[config.mk]
export PLATFORM = sky130hd
export DESIGN_NAME = uart_rx
export DESIGN_NICKNAME = d
export VERILOG_FILES = /design/src/rtl/uart_rx.sv
export SDC_FILE = /design/constraint.sdc
export NUM_CORES = 1
export LEC_CHECK = 0
export CAP_MARGIN = 25
export CORE_AREA = 2 2 100 63
export CTS_CLUSTER_DIAMETER = 120
export CTS_CLUSTER_SIZE = 16
export DETAILED_ROUTE_END_ITERATION = 6
export DIE_AREA = 0 0 102 65
export PLACE_DENSITY = 0.47
export SLEW_MARGIN = 20
export SYNTH_ARGS = -nofsm -noshare
export SYNTH_HDL_FRONTEND = slang
export SYNTH_SLANG_ARGS = --single-unit
[constraint.sdc]
create_clock -name clk -period 2.45 [get_ports clk]
set_input_delay 0.3675 -clock clk [delete_from_list [all_inputs] [get_ports clk]]
set_output_delay 0.3675 -clock clk [all_outputs]
set_load 0.05 [all_outputs]
[src/rtl/uart_rx.sv]
// uart_rx: 8N1 UART receiver with a single-entry holding register and error flags.
// Define UART_RX_PARITY_EN to expect one even-parity bit after data bit 7.
module uart_rx #(
    parameter int CLKS_PER_BIT = 434
) (
    input  logic       clk,
    input  logic       reset,
    input  logic       rx,
    output logic [7:0] rx_data,
    output logic       rx_valid,
    input  logic       rx_ready,
    output logic       frame_err,
    output logic       parity_err,
    output logic       overrun
);

    localparam int CNT_W = $clog2(CLKS_PER_BIT);
    localparam logic [CNT_W-1:0] LAST = CNT_W'(CLKS_PER_BIT - 1);
    localparam logic [CNT_W-1:0] HALF = CNT_W'(CLKS_PER_BIT / 2 - 1);

    typedef enum logic [2:0] {
        IDLE,
        START,
        DATA,
`ifdef UART_RX_PARITY_EN
        PARITY,
`endif
        STOP
    } state_t;

    state_t           state, state_d;
    logic [CNT_W-1:0] cnt, cnt_d;
    logic [2:0]       bit_idx, bit_d;
    logic [7:0]       shift, shift_d;
    logic             rx_meta, rx_sync, rx_prev;
    logic             load_byte, drop_byte, stop_low;
    logic             byte_ok;

`ifdef UART_RX_PARITY_EN
    logic par_bad, par_bad_d, par_mismatch;
    assign byte_ok = !par_bad;
`else
    assign byte_ok    = 1'b1;
    assign parity_err = 1'b0;
`endif

    always_comb begin
        // NOTE: every signal assigned here gets a default first, so no path can infer a latch.
        state_d   = state;
        cnt_d     = cnt + 1'b1;
        bit_d     = bit_idx;
        shift_d   = shift;
        load_byte = 1'b0;
        drop_byte = 1'b0;
        stop_low  = 1'b0;
`ifdef UART_RX_PARITY_EN
        par_bad_d    = par_bad;
        par_mismatch = 1'b0;
`endif
        case (state)
            IDLE: begin
                cnt_d = '0;
`ifdef UART_RX_PARITY_EN
                par_bad_d = 1'b0;
`endif
                if (rx_prev && !rx_sync) state_d = START;
            end
            START: begin
                // Mid-start-bit check: a line already back high was only a glitch.
                if (cnt == HALF) begin
                    cnt_d   = '0;
                    bit_d   = '0;
                    state_d = rx_sync ? IDLE : DATA;
                end
            end
            DATA: begin
                if (cnt == LAST) begin
                    cnt_d   = '0;
                    shift_d = {rx_sync, shift[7:1]};
                    bit_d   = bit_idx + 1'b1;
                    if (bit_idx == 3'd7) begin
`ifdef UART_RX_PARITY_EN
                        state_d = PARITY;
`else
                        state_d = STOP;
`endif
                    end
                end
            end
`ifdef UART_RX_PARITY_EN
            PARITY: begin
                if (cnt == LAST) begin
                    cnt_d   = '0;
                    state_d = STOP;
                    if ((^shift) != rx_sync) begin
                        par_bad_d    = 1'b1;
                        par_mismatch = 1'b1;
                    end
                end
            end
`endif
            STOP: begin
                if (cnt == LAST) begin
                    cnt_d   = '0;
                    state_d = IDLE;
                    if (!rx_sync) begin
                        stop_low = 1'b1;
                    end else if (byte_ok) begin
                        if (!rx_valid || rx_ready) load_byte = 1'b1;
                        else                       drop_byte = 1'b1;
                    end
                end
            end
            default: begin
                cnt_d   = '0;
                state_d = IDLE;
            end
        endcase
    end

    always_ff @(posedge clk or posedge reset) begin
        if (reset) begin
            rx_meta   <= 1'b1;
            rx_sync   <= 1'b1;
            rx_prev   <= 1'b1;
            state     <= IDLE;
            cnt       <= '0;
            bit_idx   <= '0;
            shift     <= '0;
            rx_data   <= 8'h00;
            rx_valid  <= 1'b0;
            frame_err <= 1'b0;
            overrun   <= 1'b0;
`ifdef UART_RX_PARITY_EN
            par_bad    <= 1'b0;
            parity_err <= 1'b0;
`endif
        end else begin
            // NOTE: non-blocking assignments keep every register sampling pre-edge values.
            rx_meta   <= rx;
            rx_sync   <= rx_meta;
            rx_prev   <= rx_sync;
            state     <= state_d;
            cnt       <= cnt_d;
            bit_idx   <= bit_d;
            shift     <= shift_d;
            frame_err <= stop_low;
            if (drop_byte) overrun <= 1'b1;
            // A reload in the same cycle as a consume wins over the clear.
            if (load_byte) begin
                rx_data  <= shift;
                rx_valid <= 1'b1;
            end else if (rx_valid && rx_ready) begin
                rx_valid <= 1'b0;
            end
`ifdef UART_RX_PARITY_EN
            par_bad    <= par_bad_d;
            parity_err <= par_mismatch;
`endif
        end
    end

endmodule

# --- Word level (Yosys, flattened, before mapping) ---
# Cells that the tools add are included.
word_totals:
  elab_cells: 62
  out_inout_bits: 12
  register_bits: 37
  input_bits: 4
classes:
  n_eq_ne: 11
  reduce_logical: 12
  addsub: 2
  mux: 26
op_table:
  columns: ["op", "n"]
  rows:
  - ["two-way mux 3 bit", 7]
  - ["two-way mux 9 bit", 2]
  - ["case mux 9 bit (2 select lines)", 1]
  - ["two-way mux 1 bit", 13]
  - ["case mux 3 bit (4 select lines)", 1]
  - ["inequality test 2 bit, second input constant", 5]
  - ["adder 9 x 1 -> 9 bit, second input constant", 1]
  - ["equality test 9 x 8 -> 1 bit, second input constant", 1]
  - ["equality test 9 bit, second input constant", 1]
  - ["equality test 3 x 2 -> 1 bit, second input constant", 2]
  - ["case mux 3 bit (2 select lines)", 1]
  - ["AND reduction 5 bit", 1]
  - ["nonzero test 2 bit", 2]
  - ["adder 3 x 1 -> 3 bit, second input constant", 1]
  - ["equality test 3 x 1 -> 1 bit, second input constant", 1]
  - ["equality test 3 bit, second input constant", 1]
  - ["logical NOT 3 bit", 1]
  - ["AND reduction 3 bit", 1]
  - ["logical AND 1 bit", 2]
  - ["logical NOT 1 bit", 2]
  - ["two-way mux 2 bit", 1]
  - ["AND reduction 2 bit", 1]
  - ["OR reduction 2 bit", 1]
  - ["logical OR 1 bit", 1]

# --- Logic depth before layout (Yosys ltp) ---
# Gate-level depths: netlist (run 1).
logic_depth:
  word_depth: 7
  ltp_mapped: 6
  depth_no_buf: 5

# --- Worst setup path before layout (run 1) ---
# OpenSTA, ideal clock, no wires.
synth_path:
  path_type: "register to register"
  from: "reg cnt[1]"
  to: "reg rx_data[0]"
  setup_time_ns: 0.125
  path_buffers: 0
  stages_incl_launch_ff: 6
  arrival_time_ns: 1.701
  period_less_slack_ns: 1.826
  path_slack_ns: 0.624
  required_ns: 2.325
  path_cell_list: "dfrtp_1 > inv_1 > ha_1 > nand4b_2 > nor4_4 > mux2_2"
synth_between:
  elab_chain_cells: 3
synth_rtl:
  columns: ["element", "line_no", "text"]
  rows:
  - ["start, declared", "32", "logic [CNT_W-1:0] cnt, cnt_d;"]
  - ["start signal, assigned", "144", "cnt <= cnt_d;"]
  - ["equality test 9 bit", "103", "if (cnt == LAST) begin"]
  - ["two-way mux 1 bit", "103", null]
  - ["two-way mux 1 bit", "60", "case (state)"]
  - ["end signal, assigned", "151", "rx_data <= shift;"]
  - ["end, declared", "9", "output logic [7:0] rx_data,"]
# No other way between the ends.
# A chain may end at the register's enable or synchronous reset.

# --- Worst setup path after layout (run 1) ---
layout_path:
  from: "reg cnt[3]"
  to: "reg rx_data[3]"
# Same word-level chain as after synthesis.

==> Implementation_results.wiki, run 1 <==
{| class="wikitable"
! Metric !! Value
|-
| Initial cell density of the core || 28.5%
|-
| Share of post-route cells with drive strength above 1 || between 20% and 30%
|-
| Number of vias after detailed routing || 1116
|-
| Vias per cell || 4.73
|-
| Buffers and inverters on the worst path || 0
|-
| Static leakage || 0.892 nW
|-
| Worst Setup Slack post-DPL || 0.373 ns
|-
| Total gr overflow || 0
|-
| Tot Pwr || between 1 and 1.5 mW
|-
| Ports || 16
|-
| Net count, final || 160
|-
| Crit path capture type || register
|-
| Crit-path leading delay family || simple AND/OR/NAND/NOR gates
|-
| Total global routing track utilization || 11.1%
|-
| Hold Crit Start || rx_meta$_DFF_PP1_
|-
| Die width || 102 um
|-
| Area grow syn2layout || 20.9%
|-
| FFs w/ async S/R, synth || 100%
|-
| Tmin final || ~2.1 ns
|-
| Signal arrival time at the worst endpoint || 2.25 ns
|-
| Maximum number of pins on one net before global-route repair || 37
|-
| DRC Markers || 0
|-
| Cell Area, Synth || roughly 1700 um^2
|-
| Worst-case clock buffer depth || 2
|-
| Maximum frequency from static timing analysis || just under 500 MHz
|-
| Standard-cell rows || 22
|-
| CTS clock-pin slew for the worst setup and hold paths || 0.07 ns
|-
| Share of the clock period used by the worst path || approximately 85%
|-
| DRT met1 WL || roughly 1800 um
|-
| Critical Path RT || 2.62 ns
|-
| Synthesized instance count || 132
|-
| Number of global-route vias before repair || about 1100
|-
| Outcome || completed
|-
| IO Port Bufs || 14
|-
| Post-route cell area || 2010 um^2
|-
| HPWL reported at the end of detailed placement || 2260 um
|-
| Slowest stage delay, CP || 0.67 ns
|-
| Net count after synthesis || 141
|-
| Commonest non-fill, non-tap cell in the layout || sky130_fd_sc_hd__dfrtp_1
|-
| Placeable core region || between 5000 and 6000 um^2
|-
| Max Cap Violations || 0
|-
| Worst Setup Slack, final || 0.371 ns
|-
| Total length of routed met2 wires || 1240 um
|-
| Wire length of the first global-routing pass || ~5500 um
|-
| Setup Crit Path Kind || reg2reg
|-
| Antenna violation net count after detailed routing || 0
|-
| Post-synth EDFFs || 0
|-
| Worst flop-to-flop path startpoint || cnt[3]$_DFF_PP0_
|-
| Number of sinks on the clock net || 36
|-
| Initial antenna violation count || 0
|-
| CTS tree || yes
|-
| Aggregate routed wire length || 3230 um
|-
| Slew Limit Headroom || 60.0%
|-
| Clock Tree Root || sky130_fd_sc_hd__clkbuf_8
|-
| Launch point of the worst path || cnt[3]$_DFF_PP0_
|-
| Total of flip-flops plus latches after synthesis || 36
|-
| Pin slew with the least headroom to its limit || 0.595 ns
|-
| Number of endpoints with negative hold slack in the final report || 0
|-
| Power Dens Cells || 733 nW/um^2
|-
| TritonRoute pass-1 iters || 4
|-
| Final slew viol count || 0
|-
| Maximum resistive drop on vdd || between 0.0002 and 0.0003 V
|-
| Number of distinct library cells after synthesis || 42
|-
| Crit-path cells || nand4bb_1 > nor4_4 > mux2_2
|-
| Final routed wire length divided by cell count || around 14 um
|-
| Post-CTS Setup Repair Bufs || 0
|-
| Synthesis warning total || 0
|-
| Area after detailed placement || 1900 um^2
|-
| Post-Synthesis Mean Instance Area || between 10 and 15 um^2
|-
| H-tree levels || 2
|-
| Unrepaired setup endpoints after global routing || false
|-
| Worst hold slack across all endpoints || 0.358 ns
|-
| Routability congestion estimate from global placement || about 0.74
|-
| Die Height || 65 um
|-
| Resized Gates After CTS || 0
|-
| Met3 WL post-DR || between 100 and 150 um
|-
| Worst clock skew || 0.00727 ns
|-
| Biggest fanout along the worst timing path || 8
|-
| Share of synthesized area occupied by flip-flops and latches || 54.5%
|-
| Predominant post-synthesis flop cell || sky130_fd_sc_hd__dfrtp_1
|-
| Number of buffers created by CTS || 5
|-
| DRC violation total after the first TritonRoute iteration || 63
|-
| Latest clock arrival within the worst-skew pair || 0.29 ns
|-
| Cell type of the slowest stage on the worst timing path || sky130_fd_sc_hd__nor4_4
|-
| Summed negative setup slack over all endpoints || 0 ns
|-
| Commonest cells after routing, fill and taps aside || sky130_fd_sc_hd__dfrtp_1 (33), sky130_fd_sc_hd__mux2_2 (16), sky130_fd_sc_hd__clkdlybuf4s50_1 (14)
|-
| Launching element type of the critical path || register
|-
| Number of filler instances in the final layout || 584
|-
| Die outline area || 6630 um^2
|-
| DR top layer || met4
|-
| Worst min path class || reg2reg
|-
| Hold Buf Count CTS || 0
|-
| Count of antenna diodes in the layout || 0
|-
| Final setup viols || 0
|}
## per-layer routing
metal | vias up | GRT usage, %
met5 | - | 0
li1 | 525 | -
met4 | 0 | 4.50
met2 | 21 | 13.2
met1 | 566 | 17.7
met3 | 4 | 3.34
## sequential cells by signal, summed over array words and instances, names as in the netlist
register	count
cnt	9
rx_data	8
shift	8
bit_idx	3
state	2
frame_err	1
overrun	1
rx_meta	1
rx_prev	1
rx_sync	1
rx_valid	1
## cells by family (layout without fill, tap and decap cells)
kind of cell    after synthesis  in the layout  share of synthesized area, %
simple gates                 40             40                          17.0
flops                        36             36                          54.5
compound gates               21             21                          7.91
mux                          17             17                          12.2
buf+inv                       9             29                          2.79
fa+ha+maj                     5              5                          3.77
xor+xnor                      3              3                          1.58
other cells                   1              1                         0.226
## final cells by class
type | count | area, um^2 | area share [%]
Clock buffer | 5 | 68.8 | 3.43
Clock inverter | 3 | 42.5 | 2.12
Inverter | 4 | 15.0 | 0.748
Multi-Input combinational cell | 87 | 709 | 35.3
Sequential cell | 36 | 905 | 45.0
Tap cell | 84 | 105 | 5.23
Timing Repair Buffer | 17 | 163 | 8.10
## worst reg2reg max path, delay by kind of cell (launching register included)
kind,cells,cell delay (ns)
flip-flops,1,0.46
AND/OR/NAND/NOR,2,1.11
multiplexers,1,0.40
## cells in the mapped netlist, types with 4 or more instances
library cell | n | area [um^2]
sky130_fd_sc_hd__nor2b_1 | 4 | 25.0
sky130_fd_sc_hd__a22oi_1 | 4 | 30.0
sky130_fd_sc_hd__nor3_1 | 4 | 20.0
sky130_fd_sc_hd__mux2_2 | 16 | 180
sky130_fd_sc_hd__o21ai_0 | 4 | 20.0
sky130_fd_sc_hd__nand3_1 | 6 | 30.0
sky130_fd_sc_hd__ha_1 | 5 | 62.6
sky130_fd_sc_hd__dfrtp_1 | 33 | 826
sky130_fd_sc_hd__inv_1 | 4 | 15.0
sky130_fd_sc_hd__a21oi_1 | 5 | 25.0
sky130_fd_sc_hd__nand2_1 | 5 | 18.8
## path summary, 6_finish.rpt
path                                     endpoint  slack, ns  depth (start not counted)
setup / recovery           rx_data[3]$_DFFE_PP0P_       0.37                          3
hold / removal                  rx_sync$_DFF_PP1_       0.36                          0
setup reg to reg           rx_data[3]$_DFFE_PP0P_       0.37                          3
hold reg to reg                 rx_sync$_DFF_PP1_       0.36                          0
max in group asynchronous       rx_prev$_DFF_PP1_       1.61                          3
min in group asynchronous  rx_data[2]$_DFFE_PP0P_       0.49                          3
## metrics by stage
| step | cells | utilization (%) |
|---|---|---|
| final | 236 | 34.4 |
| after global routing | 236 | 34.4 |
| after CTS | 236 | 34.4 |
| after detailed placement | 228 | 32.5 |
| after global placement | 228 | 32.5 |
| after floorplan | 132 | - |
## power by group
part           internal (mW)  switching (mW)
registers              0.652          0.0962
clock network          0.301           0.217
logic                 0.0972           0.108
total                   1.05           0.421
Note: power is estimated with default switching activity, not from simulation.
==> run 2, diff against run 1 <==
--- a/config.mk
+++ b/config.mk
@@ -11,7 +11,7 @@
 export CTS_CLUSTER_SIZE = 16
 export DETAILED_ROUTE_END_ITERATION = 6
 export DIE_AREA = 0 0 102 65
-export PLACE_DENSITY = 0.47
+export PLACE_DENSITY = 0.49
 export SLEW_MARGIN = 20
 export SYNTH_ARGS = -nofsm -noshare
 export SYNTH_HDL_FRONTEND = slang
==> constraint.sdc (replaced) <==
create_clock -name clk -period 1.85 [get_ports clk]
set_input_delay 0.2775 -clock clk [delete_from_list [all_inputs] [get_ports clk]]
set_output_delay 0.2775 -clock clk [all_outputs]
set_load 0.05 [all_outputs]
==> run 2 against run 1 <==
  * The flow now finishes with violations (setup timing)
  * Power increased by 32%
  * Critical endpoint is now state[0]$_DFFE_PP0P_
  * Critical path type unchanged
  * Fmax increased by 8.7%
  * Largest cell class unchanged
  * Worst hold slack improved by 0.0041 ns
  * Clock-buffer cell count increased by 2
  * Core utilization increased by 1.5 points
  * Highest routed layer unchanged
  * Wire length increased by 10%
==> Implementation_results.wiki, run 2 (synthesized netlist as in run 1, its figures left out) <==
{| class="wikitable"
! Metric !! Value
|-
| Outcome || finished with violations (was completed)
|-
| Failing checks || setup timing
|-
| Number of buffers created by CTS || 5 (unchanged)
|-
| Launching element type of the critical path || register (unchanged)
|-
| Hold-critical path depth || 0 (unchanged)
|-
| Total global routing track utilization || 12.6% (was 11.1%)
|-
| Number of endpoints with negative hold slack in the final report || 0 (unchanged)
|-
| Crit-path leading delay family || simple AND/OR/NAND/NOR gates (unchanged)
|-
| Share of post-route cells with drive strength above 1 || 31.7% (was 25.0%)
|-
| DRC Markers || 0 (unchanged)
|-
| Signal arrival time at the worst endpoint || 2.07 ns (was 2.25 ns)
|-
| Vias per cell || 4.74 (was 4.73)
|-
| Die width || 102 um (unchanged)
|-
| IO Port Bufs || 14 (unchanged)
|-
| Static leakage || 0.951 nW (was 0.892 nW)
|-
| Total number of cells along the worst setup path || 5 (was 3)
|-
| Final slew viol count || 0 (unchanged)
|-
| Pin slew with the least headroom to its limit || 0.511 ns (was 0.595 ns)
|-
| Die outline area || 6630 um^2 (unchanged)
|-
| Net count, final || 172 (was 160)
|-
| Commonest cells after routing, fill and taps aside || sky130_fd_sc_hd__dfrtp_1 (33), sky130_fd_sc_hd__mux2_2 (16), sky130_fd_sc_hd__clkdlybuf4s50_1 (14), sky130_fd_sc_hd__buf_4 (14), sky130_fd_sc_hd__nand3_1 (6) (was sky130_fd_sc_hd__dfrtp_1 (33), sky130_fd_sc_hd__mux2_2 (16), sky130_fd_sc_hd__clkdlybuf4s50_1 (14))
|-
| Die Height || 65 um (unchanged)
|-
| DRC violation total after the first TritonRoute iteration || 46 (was 63)
|-
| Biggest fanout along the worst timing path || 3 (was 8)
|-
| TritonRoute pass-1 iters || 4 (unchanged)
|-
| Cell depth of the worst flop-to-flop path || 5 (was 3)
|-
| Ports || 16 (unchanged)
|-
| Placeable core region || 5840 um^2 (unchanged)
|-
| Initial antenna violation count || 0 (unchanged)
|-
| Commonest non-fill, non-tap cell in the layout || sky130_fd_sc_hd__dfrtp_1 (unchanged)
|-
| Final routed wire length divided by cell count || 14.4 um (was 13.7 um)
|-
| Share of power burned in combinational logic || 23.6% (was 13.9%)
|-
| Critical Path RT || 2.01 ns (was 2.62 ns)
|-
| CTS tree || yes (unchanged)
|-
| Buffers and inverters on the worst path || 1 (was 0)
|-
| Area grow syn2layout || 26.4% (was 20.9%)
|-
| Fraction of power spent switching nets || 30.4% (was 28.6%)
|-
| Cell type of the slowest stage on the worst timing path || sky130_fd_sc_hd__mux4_2 (was sky130_fd_sc_hd__nor4_4)
|-
| H-tree levels || 2 (unchanged)
|-
| Register share of total power || 48.8% (was 50.9%)
|-
| Number of filler instances in the final layout || 587 (was 584)
|-
| Initial cell density of the core || 28.5% (unchanged)
|-
| Worst-case clock buffer depth || 2 (unchanged)
|-
| Unrepaired setup endpoints after global routing || true (was false)
|-
| Max Cap Violations || 0 (unchanged)
|-
| Number of flip-flops in the largest register || 9 (unchanged)
|-
| Aggregate routed wire length || 3560 um (was 3230 um)
|-
| Final core occ || 36.0% (was 34.4%)
|-
| Final setup viols || 1 (was 0)
|-
| Worst Setup Slack, final || -0.0621 ns (was 0.371 ns)
|-
| Worst min path class || reg2reg (unchanged)
|-
| Standard-cell rows || 22 (unchanged)
|-
| Wire length of the first global-routing pass || 6310 um (was 5510 um)
|-
| Crit path capture type || register (unchanged)
|-
| Clock Tree Root || sky130_fd_sc_hd__clkbuf_8 (unchanged)
|-
| Number of vias after detailed routing || 1175 (was 1116)
|-
| Count of antenna diodes in the layout || 0 (unchanged)
|-
| CTS clock-pin slew for the worst setup and hold paths || 0.07 ns (about the same)
|-
| Tmin final || 1.91 ns (was 2.08 ns)
|-
| Slew Limit Headroom || 65.8% (was 60.0%)
|-
| Number of sinks on the clock net || 36 (unchanged)
|-
| Slowest stage delay, CP || 0.47 ns (was 0.67 ns)
|-
| HPWL reported at the end of detailed placement || 2570 um (was 2260 um)
|-
| Maximum resistive drop on vdd || 0.000271 V (was 0.000288 V)
|-
| Setup Crit Path Kind || reg2reg (unchanged)
|-
| Tot Pwr || 1.95 mW (was 1.47 mW)
|-
| Reported net switching power || 591 uW (was 421 uW)
|-
| Antenna violation net count after detailed routing || 0 (unchanged)
|-
| Total gr overflow || 0 (unchanged)
|-
| FF/Latch Area || 905 um^2 (unchanged)
|-
| Routability congestion estimate from global placement || 0.814 (was 0.737)
|-
| Biggest regs || cnt (9), rx_data (8), shift (8) (unchanged)
|-
| Maximum number of pins on one net before global-route repair || 37 (unchanged)
|-
| Latest clock arrival within the worst-skew pair || 0.29 ns (about the same)
|-
| Largest reg by FF count || cnt (unchanged)
|-
| Internal power contribution || 1.36 mW (was 1.05 mW)
|-
| Power Dens Cells || 928 nW/um^2 (was 733 nW/um^2)
|-
| Area used by multi-input combinational logic || 736 um^2 (was 709 um^2)
|-
| Number of global-route vias before repair || 1264 (was 1058)
|-
| Hold Buf Count CTS || 0 (unchanged)
|-
| Worst clock skew || 0.00670 ns (was 0.00727 ns)
|-
| Maximum frequency from static timing analysis || 523 MHz (was 481 MHz)
|-
| Clock group share of total power || 27.5% (was 35.2%)
|-
| Crit-path cells || inv_2 > ha_4 > or4b_4 > or2_0 > mux4_2 (was nand4bb_1 > nor4_4 > mux2_2)
|-
| Share of the clock period used by the worst path || 103% (was 84.9%)
|}
==> run 2: area by class of cell <==
class                           instances  share of cell area, %
Clock inverter                          1                  0.239
Multi-Input combinational cell         87                   35.1
Timing Repair Buffer                   29                   12.2
Clock buffer                            7                   3.64
Tap cell                               84                   5.01
Inverter                                4                  0.716
Sequential cell                        36                   43.1
==> run 2: per-stage QoR <==
stage	std cells	instance area (um^2)	hold slack, ns	worst slack [ns]	setup TNS (ns)
after CTS	247	2070	0.364	-0.0383	-0.0383
final	248	2100	0.362	-0.0621	-0.0621
after detailed placement	239	1980	0.355	-0.0282	-0.0282
after floorplan	132	1660	0.282	0.0238	0
after global routing	248	2100	0.367	-0.0933	-0.470
after global placement	239	1980	0.348	-0.00319	-0.00319
==> run 2: timing repair <==
action	CTS	global route
setup endpoints to repair	9	11
gates resized for setup	2	5
buffers inserted	0	1
pin swaps	0	2
==> run 2: power by group through the flow <==
stage / clock network [mW] / registers (mW) / logic [mW]
after CTS: 0.565 / 0.947 / 0.424
after global placement: 0 / 0.955 / 0.393
after global routing: 0.592 / 0.962 / 0.512
after floorplan: 0 / 0.951 / 0.267
final: 0.536 / 0.951 / 0.460
after detailed placement: 0 / 0.953 / 0.414
==> run 2: final timing paths <==
kind,startpoint,end,slack [ns]
max in group asynchronous,reset,rx_prev$_DFF_PP1_,1.12
min,rx_meta$_DFF_PP1_,rx_sync$_DFF_PP1_,0.36
max,cnt[0]$_DFF_PP0_,state[0]$_DFFE_PP0P_,-0.06
max reg2reg,cnt[0]$_DFF_PP0_,state[0]$_DFFE_PP0P_,-0.06
min in group asynchronous,reset,shift[7]$_DFFE_PP0P_,0.39
min reg2reg,rx_meta$_DFF_PP1_,rx_sync$_DFF_PP1_,0.36
==> run 2: metal layers <==
metal	vias up	part of all wire [%]	track usage (%)
met4	0	2.0	4.83
met2	32	42	17.4
met5	-	0	0
met3	10	4.0	3.13
met1	588	52	18.7
li1	545	-	-
